`src/rtl/adc_trigger_ctrl.sv`:
```
// Capture sequencer ahead of the ADC sample FIFO: arms, qualifies a trigger,
// waits a programmable offset, then holds capture_go until the FIFO stops it.
module adc_trigger_ctrl #(
    parameter int CNT_W = 32
) (
    input  logic             adc_sampleclk,
    input  logic             reset_i,
    input  logic             arm_i,
    input  logic             trig_in,
    input  logic [1:0]       trig_mode_i,
    input  logic [CNT_W-1:0] trig_offset_i,
    input  logic [CNT_W-1:0] timeout_i,
    input  logic             capture_stop_i,
    output logic             capture_go_o,
    output logic             armed_o,
    output logic             trig_status_o,
    output logic             trig_now_o,
    output logic             triggered_o,
    output logic             timed_out_o,
    output logic             capture_done_o,
    output logic [CNT_W-1:0] trig_latency_o
);

    typedef enum logic [2:0] {
        IDLE    = 3'd0,
        ARMED   = 3'd1,
        DELAY   = 3'd2,
        CAPTURE = 3'd3,
        DONE    = 3'd4
    } state_t;

    localparam logic [CNT_W-1:0] CNT_ZERO = {CNT_W{1'b0}};
    localparam logic [CNT_W-1:0] CNT_ONE  = {{(CNT_W-1){1'b0}}, 1'b1};
    localparam logic [CNT_W-1:0] CNT_MAX  = {CNT_W{1'b1}};

    state_t           state_r;
    logic             arm_prev_r;
    logic             trig_prev_r;
    logic [CNT_W-1:0] off_cnt_r;
    logic [CNT_W-1:0] tmo_cnt_r;
    logic             tc_s;
    logic             arm_edge_s;
    logic             tmo_hit_s;

    // Mode-qualified trigger condition
    always_comb begin
        tc_s = 1'b0;
        case (trig_mode_i)
            2'b00:   tc_s = trig_in & ~trig_prev_r;
            2'b01:   tc_s = ~trig_in & trig_prev_r;
            2'b10:   tc_s = trig_in;
            2'b11:   tc_s = ~trig_in;
            default: tc_s = 1'b0;
        endcase
    end

    // Arm edge and timeout match; a zero timeout disables the forced trigger
    always_comb begin
        arm_edge_s = arm_i & ~arm_prev_r;
        if (timeout_i != CNT_ZERO) begin
            tmo_hit_s = (tmo_cnt_r == timeout_i);
        end else begin
            tmo_hit_s = 1'b0;
        end
    end

    // Sequencer state, counters and registered outputs
    always_ff @(posedge adc_sampleclk or posedge reset_i) begin
        if (reset_i) begin
            state_r        <= IDLE;
            arm_prev_r     <= 1'b0;
            trig_prev_r    <= 1'b0;
            off_cnt_r      <= CNT_ZERO;
            tmo_cnt_r      <= CNT_ZERO;
            capture_go_o   <= 1'b0;
            armed_o        <= 1'b0;
            trig_status_o  <= 1'b0;
            trig_now_o     <= 1'b0;
            triggered_o    <= 1'b0;
            timed_out_o    <= 1'b0;
            capture_done_o <= 1'b0;
            trig_latency_o <= CNT_ZERO;
        end else begin
            arm_prev_r    <= arm_i;
            trig_prev_r   <= trig_in;
            trig_status_o <= tc_s;
            trig_now_o    <= 1'b0;
            if (arm_edge_s) begin
                state_r        <= ARMED;
                triggered_o    <= 1'b0;
                timed_out_o    <= 1'b0;
                trig_latency_o <= CNT_ZERO;
                tmo_cnt_r      <= CNT_ZERO;
                armed_o        <= 1'b1;
                capture_go_o   <= 1'b0;
                capture_done_o <= 1'b0;
            end else begin
                case (state_r)
                    IDLE: begin
                        armed_o        <= 1'b0;
                        capture_go_o   <= 1'b0;
                        capture_done_o <= 1'b0;
                    end
                    ARMED: begin
                        if (!arm_i) begin
                            state_r <= IDLE;
                            armed_o <= 1'b0;
                        end else if (tc_s || tmo_hit_s) begin
                            // A real trigger takes precedence over a coincident timeout
                            trig_now_o  <= 1'b1;
                            triggered_o <= 1'b1;
                            timed_out_o <= ~tc_s;
                            if (trig_offset_i == CNT_ZERO) begin
                                state_r      <= CAPTURE;
                                armed_o      <= 1'b0;
                                capture_go_o <= 1'b1;
                            end else begin
                                state_r   <= DELAY;
                                off_cnt_r <= trig_offset_i;
                            end
                        end else begin
                            if (trig_latency_o != CNT_MAX) begin
                                trig_latency_o <= trig_latency_o + CNT_ONE;
                            end
                            if (tmo_cnt_r != CNT_MAX) begin
                                tmo_cnt_r <= tmo_cnt_r + CNT_ONE;
                            end
                        end
                    end
                    DELAY: begin
                        if (!arm_i) begin
                            state_r <= IDLE;
                            armed_o <= 1'b0;
                        end else if (off_cnt_r == CNT_ONE) begin
                            state_r      <= CAPTURE;
                            armed_o      <= 1'b0;
                            capture_go_o <= 1'b1;
                        end else begin
                            off_cnt_r <= off_cnt_r - CNT_ONE;
                        end
                    end
                    CAPTURE: begin
                        if (capture_stop_i) begin
                            state_r        <= DONE;
                            capture_go_o   <= 1'b0;
                            capture_done_o <= 1'b1;
                        end
                    end
                    DONE: begin
                        capture_done_o <= 1'b1;
                    end
                    default: begin
                        state_r        <= IDLE;
                        armed_o        <= 1'b0;
                        capture_go_o   <= 1'b0;
                        capture_done_o <= 1'b0;
                    end
                endcase
            end
        end
    end

endmodule
```
`config.mk`:
```
export PLATFORM = sky130hd
export DESIGN_NAME = adc_trigger_ctrl
export DESIGN_NICKNAME = d
export VERILOG_FILES = /design/src/rtl/adc_trigger_ctrl.sv
export SDC_FILE = /design/constraint.sdc
export NUM_CORES = 1
export LEC_CHECK = 0
export CAP_MARGIN = 30
export CORE_ASPECT_RATIO = 0.75
export CORE_MARGIN = 8
export CORE_UTILIZATION = 55
export DETAILED_ROUTE_END_ITERATION = 16
export HOLD_SLACK_MARGIN = 0.1
export PLACE_DENSITY = 0.82
export SYNTH_ARGS = -nofsm -noshare
export SYNTH_HDL_FRONTEND = slang
export SYNTH_SLANG_ARGS = --single-unit
```
`constraint.sdc`:
```
create_clock -name adc_sampleclk -period 4.85 [get_ports adc_sampleclk]
set_input_delay 0.97 -clock adc_sampleclk [delete_from_list [all_inputs] [get_ports adc_sampleclk]]
set_output_delay 0.97 -clock adc_sampleclk [all_outputs]
set_load 0.05 [all_outputs]
```
======== Yosys cells after proc, flatten, opt, wreduce, memory -nomap -nowiden ========
Cells that the tools add are included.
word-level totals
  register bits after elaboration ......... 108
  input port bits ......................... 71
  output and inout bits ................... 39
  word-level logic and storage cells ...... 132
operators by class
  add/sub/neg operators ................... 3
  eq/ne operators ......................... 30
  muxes and demuxes ....................... 56
  bitwise logic cells ..................... 8
  reductions and logical operators ........ 22
operators with widths
  cell                                                                     count
  32-bit 2-to-1 mux                                                        15
  32-bit by 1-bit adder with 32-bit output (second input constant)         2
  32-bit != test (second input constant)                                   2
  32-bit case mux with 2 select lines                                      1
  32-bit by 1-bit equality test with 1-bit output (second input constant)  1
  32-bit equality test                                                     1
  32-bit zero test                                                         1
  32-bit nonzero test                                                      1
  32-bit by 1-bit subtractor with 32-bit output (second input constant)    1
  1-bit 2-to-1 mux                                                         29
  3-bit 2-to-1 mux                                                         6
  3-bit != test (second input constant)                                    6
  4-bit AND reduction                                                      4
  2-bit != test (second input constant)                                    7
  7-bit AND reduction                                                      2
  4-bit != test (second input constant)                                    3
  3-bit case mux with 4 select lines                                       1
  2-bit nonzero test                                                       6
  1-bit case mux with 4 select lines                                       2
  3-bit by 2-bit equality test with 1-bit output (second input constant)   2
  2-bit by 1-bit != test with 1-bit output (second input constant)         3
  1-bit case mux with 3 select lines                                       2
  2-bit OR reduction                                                       3
  1-bit NOT                                                                5
  other kinds (10)                                                         13

======== Logic depth before layout (Yosys ltp) ========
Gate-level depths: netlist of the first run.
  depth after elaboration ................. 8
  mapped depth ............................ 12

======== Worst setup path after synthesis of the first run ========
No wires, ideal clock.
  kind .................................... input to register
  start ................................... input port timeout_i[25]
  end ..................................... register trig_latency_o[19]
  arrival time ............................ 2.895 ns
  required time ........................... 4.730 ns
  slack ................................... 1.836 ns
  stages on the path ...................... 9
  path buffers ............................ 2
  cell sequence ........................... nor4_1 -> nand4_1 -> or2_1 -> a31o_2 -> buf_4 -> a2111oi_4 -> buf_6 -> a21oi_1 -> a31o_1
between the ends
  word-level cells in the longest chain between the ends .. 5
  elaborated cells on any way between the ends .. 6
ends and longest elaborated chain
  what                                                                RTL line  source
  from (decl)                                                         12        input logic [CNT_W-1:0] timeout_i,
  32-bit equality test / 32-bit nonzero test (equally long branches)  61, 60
  1-bit 2-to-1 mux (*)                                                60        if (timeout_i != CNT_ZERO) begin
  1-bit logical OR (*)                                                108       end else if (tc_s || tmo_hit_s) begin
  2-bit != test (no line) (*)                                         -
  4-bit AND reduction (no line) (*)                                   -
  to (signal assigned)                                                123       trig_latency_o <= trig_latency_o + CNT_ONE;
  to (decl)                                                           21        output logic [CNT_W-1:0] trig_latency_o
Every way passes the cells marked *; elsewhere a longest branch is shown, timed or not.
A chain may end at the register's enable or synchronous reset.

======== Worst setup path in the final report of the first run ========
  start ................................... input port timeout_i[0]
  end ..................................... register trig_latency_o[31]
The elaborated chain is that of the path after synthesis.

==> parameters.txt, run 1 <==
Parameter                              Value

Power
  Leakage power    3.24 nW
  Total Power Consumption    2.89 mW
  Total power per unit cell area    348 nW/um2
  Worst supply voltage drop on vdd    238 uV

Layout
  Layout net count    949
  Non-filler cells, final    1045
  Layout-stage area growth over the synthesis result    21.0%
  Fillcell total    965
  Design Area, Final    8320 um2
  Antenna cell count    0
  Share of cells above drive strength 1    6.48%
  Final core utilization    67.9%

Timing
  Post-route worst hold slack    0.513 ns
  Max Freq    263 MHz
  Setup repair after global routing missed its margin    no
  Final worst path period need    3.80 ns
  Worst-Margin Slew    0.994 ns
  Fin Clk Skew    0.0127 ns
  Final-report hold violation count    0
  Max Transition Viols Final    0
  Count of endpoints failing setup in the final report    0
  Final period utilization    78.3%
  Worst-case headroom to the max-slew limit    33.7%
  Setup Total Neg Slack    0 ns
  Worst setup margin    1.05 ns

Clock tree
  Num CTS Buffers    9
  Number of buffers inserted by hold repair at cts    0
  Largest buffer count on any clock path    2
  TritonCTS clock tree    built
  Number of gates given a new drive strength after cts    0
  Clock latency of the later-clocked register in the worst-skew pair    0.35 ns
  Clock sink total    108
  CTS root buf    sky130_fd_sc_hd__clkbuf_16
  Clk pin slew, worst setup/hold paths    0.07 ns
  CTS HTree Levels    3
  Postcts setup bufs    0

Run status
  Run status    finished, final reports clean

Synth
  Adder-cell area share of the yosys netlist    0.728%
  Synthesized net count    869
  Yosys synthesis warning count    0
  Number of enable-type register cells in the synthesized netlist    0
  Netlist cell types    69
  Compound-gate portion of the synthesized area    23.3%
  Synthesized flop and latch total    108
  Ys flop type    sky130_fd_sc_hd__dfrtp_1
  Simple-gate share of the synthesized area    25.2%
  Share of synthesized area occupied by flip-flops and latches    39.3%
  Dominant combinational cell family by area after synthesis    simple AND/OR/NAND/NOR gates
  Proportion of synthesized flip-flops having asynchronous set or reset    100%
  Post-Syn Area per Cell    8.66 um2
  Fraction of synthesized area in multiplexers    1.37%
  Post-synthesis share of cell area spent on xor and xnor gates    5.61%
  Netlist Area Pre-Place    6870 um2
  Post-Synthesis Cells    794

Die
  Starting Density    56.1%
  Total core area    12300 um2
  Core Rows    35
  X dimension of the die    145 um
  Die H    113 um
  Total Die Area    16400 um2
  Total I/O pin count    110

Detailed routing
  Vias    6815
  Remaining antenna violation count after routing    0
  Wirelength per Cell    19.2 um
  Detailed-route vias per instance    6.52
  Overall routed net length    20100 um
  Residual DRC    0
  Drt initial violations    908
  Number of search-and-repair iterations in the first detailed-routing pass    6

Place
  Setup WS pre-CTS    0.749 ns
  DP HPWL    14500 um
  Total instance count after detailed placement    1029
  RePlAce Congestion    0.961
  Count of input and output buffers    109
  Placement Cell Area    8010 um2

GRT
  Antenna violations before repair    0
  Vias in the first global route    6470
  Maximum number of pins on one net before global-route repair    59
  Total routing resource utilization after global routing    23.7%
  First-pass GRT wire length    32400 um
  Remaining global-route overflow    0

Setup path
  Worst path cell trace    clkdlybuf4s50_1 -> nor4_1 -> nand4_1 -> or2_1 -> a31o_2 -> a2111oi_4 -> a31oi_1 -> a41o_1
  Arrival time of data at the critical path endpoint    4.03 ns
  CP max-delay cell    sky130_fd_sc_hd__a2111oi_4
  Data required time of the critical path    5.09 ns
  Worst Setup End Kind    register
  Startpoint types    input port
  Largest stage delay on the critical path    0.97 ns
  Critical path peak fanout    18
  Setup Crit Path Kind    input port to register

Hold path
  Class of the most critical hold timing path    register to register

Flow run
  Max-capacitance violation count    0
[per-layer routing]
metal  vias up  GRT usage (%)  part of all wire, %
met3        42           5.02                  7.9
met5         -              0                    0
met2       356           38.0                   46
li1       3142              -                    -
met1      3275           31.6                   43
met4         0           7.95                  2.1
[sequential cells by signal, summed over array words and instances, names as in the netlist, 3 cells and up]
signal / cells
off_cnt_r: 32
state_r: 3
trig_latency_o: 32
tmo_cnt_r: 32
[cells in the mapped netlist (3+ instances only)]
cell | n | area [um2]
sky130_fd_sc_hd__a31oi_1 | 26 | 163
sky130_fd_sc_hd__o21ai_0 | 45 | 225
sky130_fd_sc_hd__or4_1 | 13 | 97.6
sky130_fd_sc_hd__a22oi_1 | 6 | 45.0
sky130_fd_sc_hd__buf_1 | 4 | 15.0
sky130_fd_sc_hd__mux2i_1 | 6 | 60.1
sky130_fd_sc_hd__mux2_2 | 3 | 33.8
sky130_fd_sc_hd__inv_1 | 16 | 60.1
sky130_fd_sc_hd__o211ai_1 | 6 | 45.0
sky130_fd_sc_hd__nor2b_1 | 3 | 18.8
sky130_fd_sc_hd__o21a_1 | 5 | 37.5
sky130_fd_sc_hd__a211oi_1 | 7 | 52.6
sky130_fd_sc_hd__clkbuf_1 | 25 | 93.8
sky130_fd_sc_hd__dfrtp_1 | 108 | 2700
sky130_fd_sc_hd__and4_1 | 5 | 43.8
sky130_fd_sc_hd__and3_1 | 11 | 68.8
sky130_fd_sc_hd__nand3_1 | 20 | 100
sky130_fd_sc_hd__nor2_1 | 92 | 345
sky130_fd_sc_hd__ha_1 | 4 | 50.1
sky130_fd_sc_hd__buf_4 | 4 | 30.0
sky130_fd_sc_hd__nor3b_1 | 4 | 30.0
sky130_fd_sc_hd__nand2b_1 | 10 | 62.6
sky130_fd_sc_hd__a41o_1 | 15 | 150
sky130_fd_sc_hd__or3_1 | 11 | 68.8
sky130_fd_sc_hd__nor3_1 | 23 | 115
sky130_fd_sc_hd__buf_6 | 4 | 45.0
sky130_fd_sc_hd__a22o_1 | 3 | 26.3
sky130_fd_sc_hd__o31ai_1 | 12 | 90.1
sky130_fd_sc_hd__nand2_1 | 67 | 251
sky130_fd_sc_hd__and2_1 | 4 | 25.0
sky130_fd_sc_hd__xnor2_1 | 43 | 377
sky130_fd_sc_hd__a31o_2 | 5 | 43.8
sky130_fd_sc_hd__nor4_1 | 31 | 194
sky130_fd_sc_hd__nand3b_1 | 4 | 30.0
sky130_fd_sc_hd__nand4_1 | 25 | 156
sky130_fd_sc_hd__a21oi_1 | 52 | 260
sky130_fd_sc_hd__buf_2 | 12 | 60.1
sky130_fd_sc_hd__o22a_1 | 18 | 158
[cell type report]
cell class                 count  area (um2)  share of cell area [%]
sequential                   108        2700                    32.5
timing repair buffer         119        1170                    14.0
multi-input combinational    620        3870                    46.6
clock buffer                   9         225                    2.71
inverter                      16        62.6                   0.752
clock inverter                 7        81.3                   0.977
tap                          166         208                    2.50
[report_power, final]
part	switching [mW]	internal, mW	leakage, nW	total, mW
Combinational	0.488	0.354	1.66	0.843
Sequential	0.218	1.06	1.43	1.28
Clock	0.360	0.410	0.152	0.769
[cell families (layout without fill, tap and decap cells)]
group,count (synthesis),after routing
DFF,108,108
xor gates and xnor gates,44,44
and+or+nand+nor,336,336
adders and majority gates,4,4
AOI/OAI and AO/OA,227,227
muxes,9,9
buffers and inverters,66,151
[layout by cell type, fill, tap and decap left out, types with 18 or more instances in the layout]
master | netlist | final
sky130_fd_sc_hd__o21ai_0 | 45 | 45
sky130_fd_sc_hd__o22a_1 | 18 | 18
sky130_fd_sc_hd__a21oi_1 | 52 | 52
sky130_fd_sc_hd__a31oi_1 | 26 | 26
sky130_fd_sc_hd__dfrtp_1 | 108 | 108
sky130_fd_sc_hd__nor2_1 | 92 | 91
sky130_fd_sc_hd__nand3_1 | 20 | 20
sky130_fd_sc_hd__nor3_1 | 23 | 23
sky130_fd_sc_hd__xnor2_1 | 43 | 43
sky130_fd_sc_hd__nand4_1 | 25 | 25
sky130_fd_sc_hd__nand2_1 | 67 | 67
sky130_fd_sc_hd__nor4_1 | 31 | 31
sky130_fd_sc_hd__clkdlybuf4s50_1 | 0 | 109
[critical path, delay by kind of cell]
kind | cells | cell delay [ns]
buffers and inverters | 1 | 0.47
AO/OA/AOI/OAI | 4 | 1.77
AND/OR/NAND/NOR | 3 | 0.81
[worst paths after layout]
path                                 endpoint  slack (ns)     startpoint  cells after the start
setup / recovery           trig_latency_o[31]        1.05   timeout_i[0]                      8
hold / removal                  off_cnt_r[29]        0.51  off_cnt_r[29]                      2
setup reg to reg                off_cnt_r[24]        1.40  off_cnt_r[12]                      8
hold reg to reg                 off_cnt_r[29]        0.51  off_cnt_r[29]                      2
max in group asynchronous       tmo_cnt_r[17]        2.90        reset_i                      3
min in group asynchronous        off_cnt_r[4]        1.10        reset_i                      2
(Power assumes the default switching activity.)
==> run 2: changes to the inputs <==
--- a/config.mk
+++ b/config.mk
@@ -8,10 +8,10 @@
 export CAP_MARGIN = 30
 export CORE_ASPECT_RATIO = 0.75
 export CORE_MARGIN = 8
-export CORE_UTILIZATION = 55
+export CORE_UTILIZATION = 49
 export DETAILED_ROUTE_END_ITERATION = 16
 export HOLD_SLACK_MARGIN = 0.1
-export PLACE_DENSITY = 0.82
+export PLACE_DENSITY = 0.77
 export SYNTH_ARGS = -nofsm -noshare
 export SYNTH_HDL_FRONTEND = slang
 export SYNTH_SLANG_ARGS = --single-unit
==> constraint.sdc (replaced) <==
create_clock -name adc_sampleclk -period 3.1 [get_ports adc_sampleclk]
set_input_delay 0.62 -clock adc_sampleclk [delete_from_list [all_inputs] [get_ports adc_sampleclk]]
set_output_delay 0.62 -clock adc_sampleclk [all_outputs]
set_load 0.05 [all_outputs]
==> run 2 against run 1 <==
Against the previous run: count of clock-buffer cells in the layout unchanged; global-route usage down 2.0 points; die area is 11% higher; combinational power up 68%; largest power group unchanged; register-to-register slack got worse by 1.2 ns.
==> parameters.txt, run 2 (synthesis gave the netlist of run 1 again) <==
Parameter                              Value

Clock tree
  Num CTS Buffers    9 (unchanged)
  Largest buffer count on any clock path    2 (unchanged)
  Postcts setup bufs    0 (unchanged)
  Clock sink total    108 (unchanged)
  CTS root buf    sky130_fd_sc_hd__clkbuf_16 (unchanged)
  TritonCTS clock tree    built (unchanged)
  Clk pin slew, worst setup/hold paths    0.07 ns (about the same)
  CTS HTree Levels    3 (unchanged)
  Number of buffers inserted by hold repair at cts    0 (unchanged)
  Clock latency of the later-clocked register in the worst-skew pair    0.35 ns (about the same)

GRT
  Total routing resource utilization after global routing    21.7% (was 23.7%)
  First-pass GRT wire length    33300 um (was 32400 um)
  Maximum number of pins on one net before global-route repair    54 (was 59)
  Antenna violations before repair    0 (unchanged)
  Vias in the first global route    6485 (was 6470)
  Remaining global-route overflow    0 (unchanged)

Timing
  Max Transition Viols Final    0 (unchanged)
  Worst-Margin Slew    0.586 ns (was 0.994 ns)
  Count of endpoints failing setup in the final report    0 (unchanged)
  Worst setup margin    0.206 ns (was 1.05 ns)
  Worst-case headroom to the max-slew limit    60.7% (was 33.7%)
  Final worst path period need    2.89 ns
  Post-route worst hold slack    0.527 ns (was 0.513 ns)
  Setup repair after global routing missed its margin    no (unchanged)
  Final period utilization    93.4%
  Max Freq    346 MHz
  Fin Clk Skew    0.00860 ns (was 0.0127 ns)
  Final-report hold violation count    0 (unchanged)

Layout
  Final core utilization    65.1% (was 67.9%)
  Most frequent standard cell in the layout excluding fill and tap cells    sky130_fd_sc_hd__clkdlybuf4s50_1 (unchanged)
  Layout net count    1013 (was 949)
  Share of cells above drive strength 1    12.8% (was 6.48%)
  Registers with the highest flip-flop counts    off_cnt_r x32, tmo_cnt_r x32, trig_latency_o x32 (unchanged)
  Antenna cell count    0 (unchanged)
  Most used cells in the layout excluding fill and tap cells    109 x sky130_fd_sc_hd__clkdlybuf4s50_1, 108 x sky130_fd_sc_hd__dfrtp_1, 91 x sky130_fd_sc_hd__nor2_1 (unchanged)
  Layout-stage area growth over the synthesis result    29.7% (was 21.0%)

Detailed routing
  Overall routed net length    20000 um (was 20100 um)
  Drt initial violations    617 (was 908)
  Wirelength per Cell    17.9 um (was 19.2 um)
  Remaining antenna violation count after routing    0 (unchanged)
  Detailed-route vias per instance    6.08 (was 6.52)
  Residual DRC    0 (unchanged)
  Number of search-and-repair iterations in the first detailed-routing pass    5 (was 6)
  Vias    6791 (was 6815)

Setup path
  Worst setup path start    timeout_i[24] (was timeout_i[0])
  Data required time of the critical path    3.37 ns (was 5.09 ns)
  Critical path peak fanout    8 (was 18)
  Worst Setup End Kind    register (unchanged)
  Launch point of the worst reg-to-reg path    off_cnt_r[0] (was off_cnt_r[12])
  Startpoint types    input port (unchanged)
  Arrival time of data at the critical path endpoint    3.17 ns (was 4.03 ns)
  Setup Crit Path Kind    input port to register (unchanged)
  R2R depth    8 (unchanged)

Die
  Die H    119 um (was 113 um)
  Starting Density    50.2% (was 56.1%)
  X dimension of the die    153 um (was 145 um)
  Total I/O pin count    110 (unchanged)
  Total core area    13700 um2 (was 12300 um2)
  Core Rows    37 (was 35)
  Total Die Area    18100 um2 (was 16400 um2)

Power
  Total power per unit cell area    522 nW/um2 (was 348 nW/um2)
  Leakage power    3.58 nW (was 3.24 nW)
  Total Power Consumption    4.65 mW (was 2.89 mW)
  Worst supply voltage drop on vdd    432 uV (was 238 uV)

Run status
  Run status    finished, final reports clean (unchanged)

Hold path
  Count of cells along the worst hold path    1 (was 2)
  Min-Delay Startpoint    off_cnt_r[30] (was off_cnt_r[29])
  Class of the most critical hold timing path    register to register (unchanged)

Place
  DP HPWL    14500 um (about the same)
  RePlAce Congestion    0.880 (was 0.961)
  Count of input and output buffers    109 (unchanged)
  Setup WS pre-CTS    -0.170 ns (was 0.749 ns)

Flow run
  Max-capacitance violation count    0 (unchanged)
[run 2: changes by cell type in the layout (fill, tap and decap cells not counted), sizes merged]
cell,delta
buf,+64
inv,-4
clkinvlp,+2
bufinv,+1
[run 2: worst paths after layout]
check / endpoint / slack [ns]
worst max-delay path: trig_latency_o[20] / 0.21
worst min-delay path: off_cnt_r[30] / 0.53
worst max register to register: off_cnt_r[28] / 0.22
worst min register to register: off_cnt_r[30] / 0.53
max in group asynchronous: trig_latency_o[10] / 1.85
min in group asynchronous: trig_latency_o[1] / 0.64
[run 2: where the power goes]
| group | switching (mW) | total (mW) | internal, mW | leakage, nW |
|---|---|---|---|---|
| combinational | 0.787 | 1.42 | 0.636 | 2.00 |
| sequential | 0.328 | 1.99 | 1.66 | 1.43 |
| clock | 0.534 | 1.24 | 0.706 | 0.151 |
[run 2: final cells by class]
class / count / area [um2]
Clock inverter: 6 / 90.1
Multi-Input combinational cell: 620 / 3880
Fill cell: 1121 / 4790
Clock buffer: 9 / 225
Timing Repair Buffer: 183 / 1730
Inverter: 16 / 63.8
Tap cell: 175 / 219
Sequential cell: 108 / 2700
[run 2: per-stage QoR]
| stage | area [um2] | instances | setup TNS (ns) |
|---|---|---|---|
| floorplan | 6880 | 794 | 0 |
| global placement | 8590 | 1102 | -2.37 |
| detailed placement | 8590 | 1102 | -3.42 |
| CTS | 8910 | 1117 | 0 |
| global route | 8920 | 1117 | 0 |
| finish | 8920 | 1117 | 0 |
[run 2: metal layers]
| layer | up-vias | global-route usage [%] | share of wire (%) |
|---|---|---|---|
| met5 | - | 0 | 0 |
| met4 | 0 | 4.75 | 1.2 |
| met1 | 3276 | 30.3 | 46 |
| met3 | 19 | 4.19 | 6.5 |
| li1 | 3266 | - | - |
| met2 | 230 | 34.5 | 46 |
[run 2: timing repair]
action / in CTS / in global routing
endpoints found under the setup margin: 0 / 1
endpoints found under the hold margin: 0 / 0
gates resized for setup: 0 / 2
[run 2: worst max-delay path, stage by stage]
cell                              delay, ns
sky130_fd_sc_hd__clkdlybuf4s50_1       0.43
sky130_fd_sc_hd__nor4_1                0.34
sky130_fd_sc_hd__nand4_1               0.16
sky130_fd_sc_hd__or2_1                 0.28
sky130_fd_sc_hd__a31o_2                0.31
sky130_fd_sc_hd__buf_4                 0.19
sky130_fd_sc_hd__a2111oi_1             0.43
sky130_fd_sc_hd__buf_4                 0.19
sky130_fd_sc_hd__nand3b_1              0.07
sky130_fd_sc_hd__a21oi_1               0.14
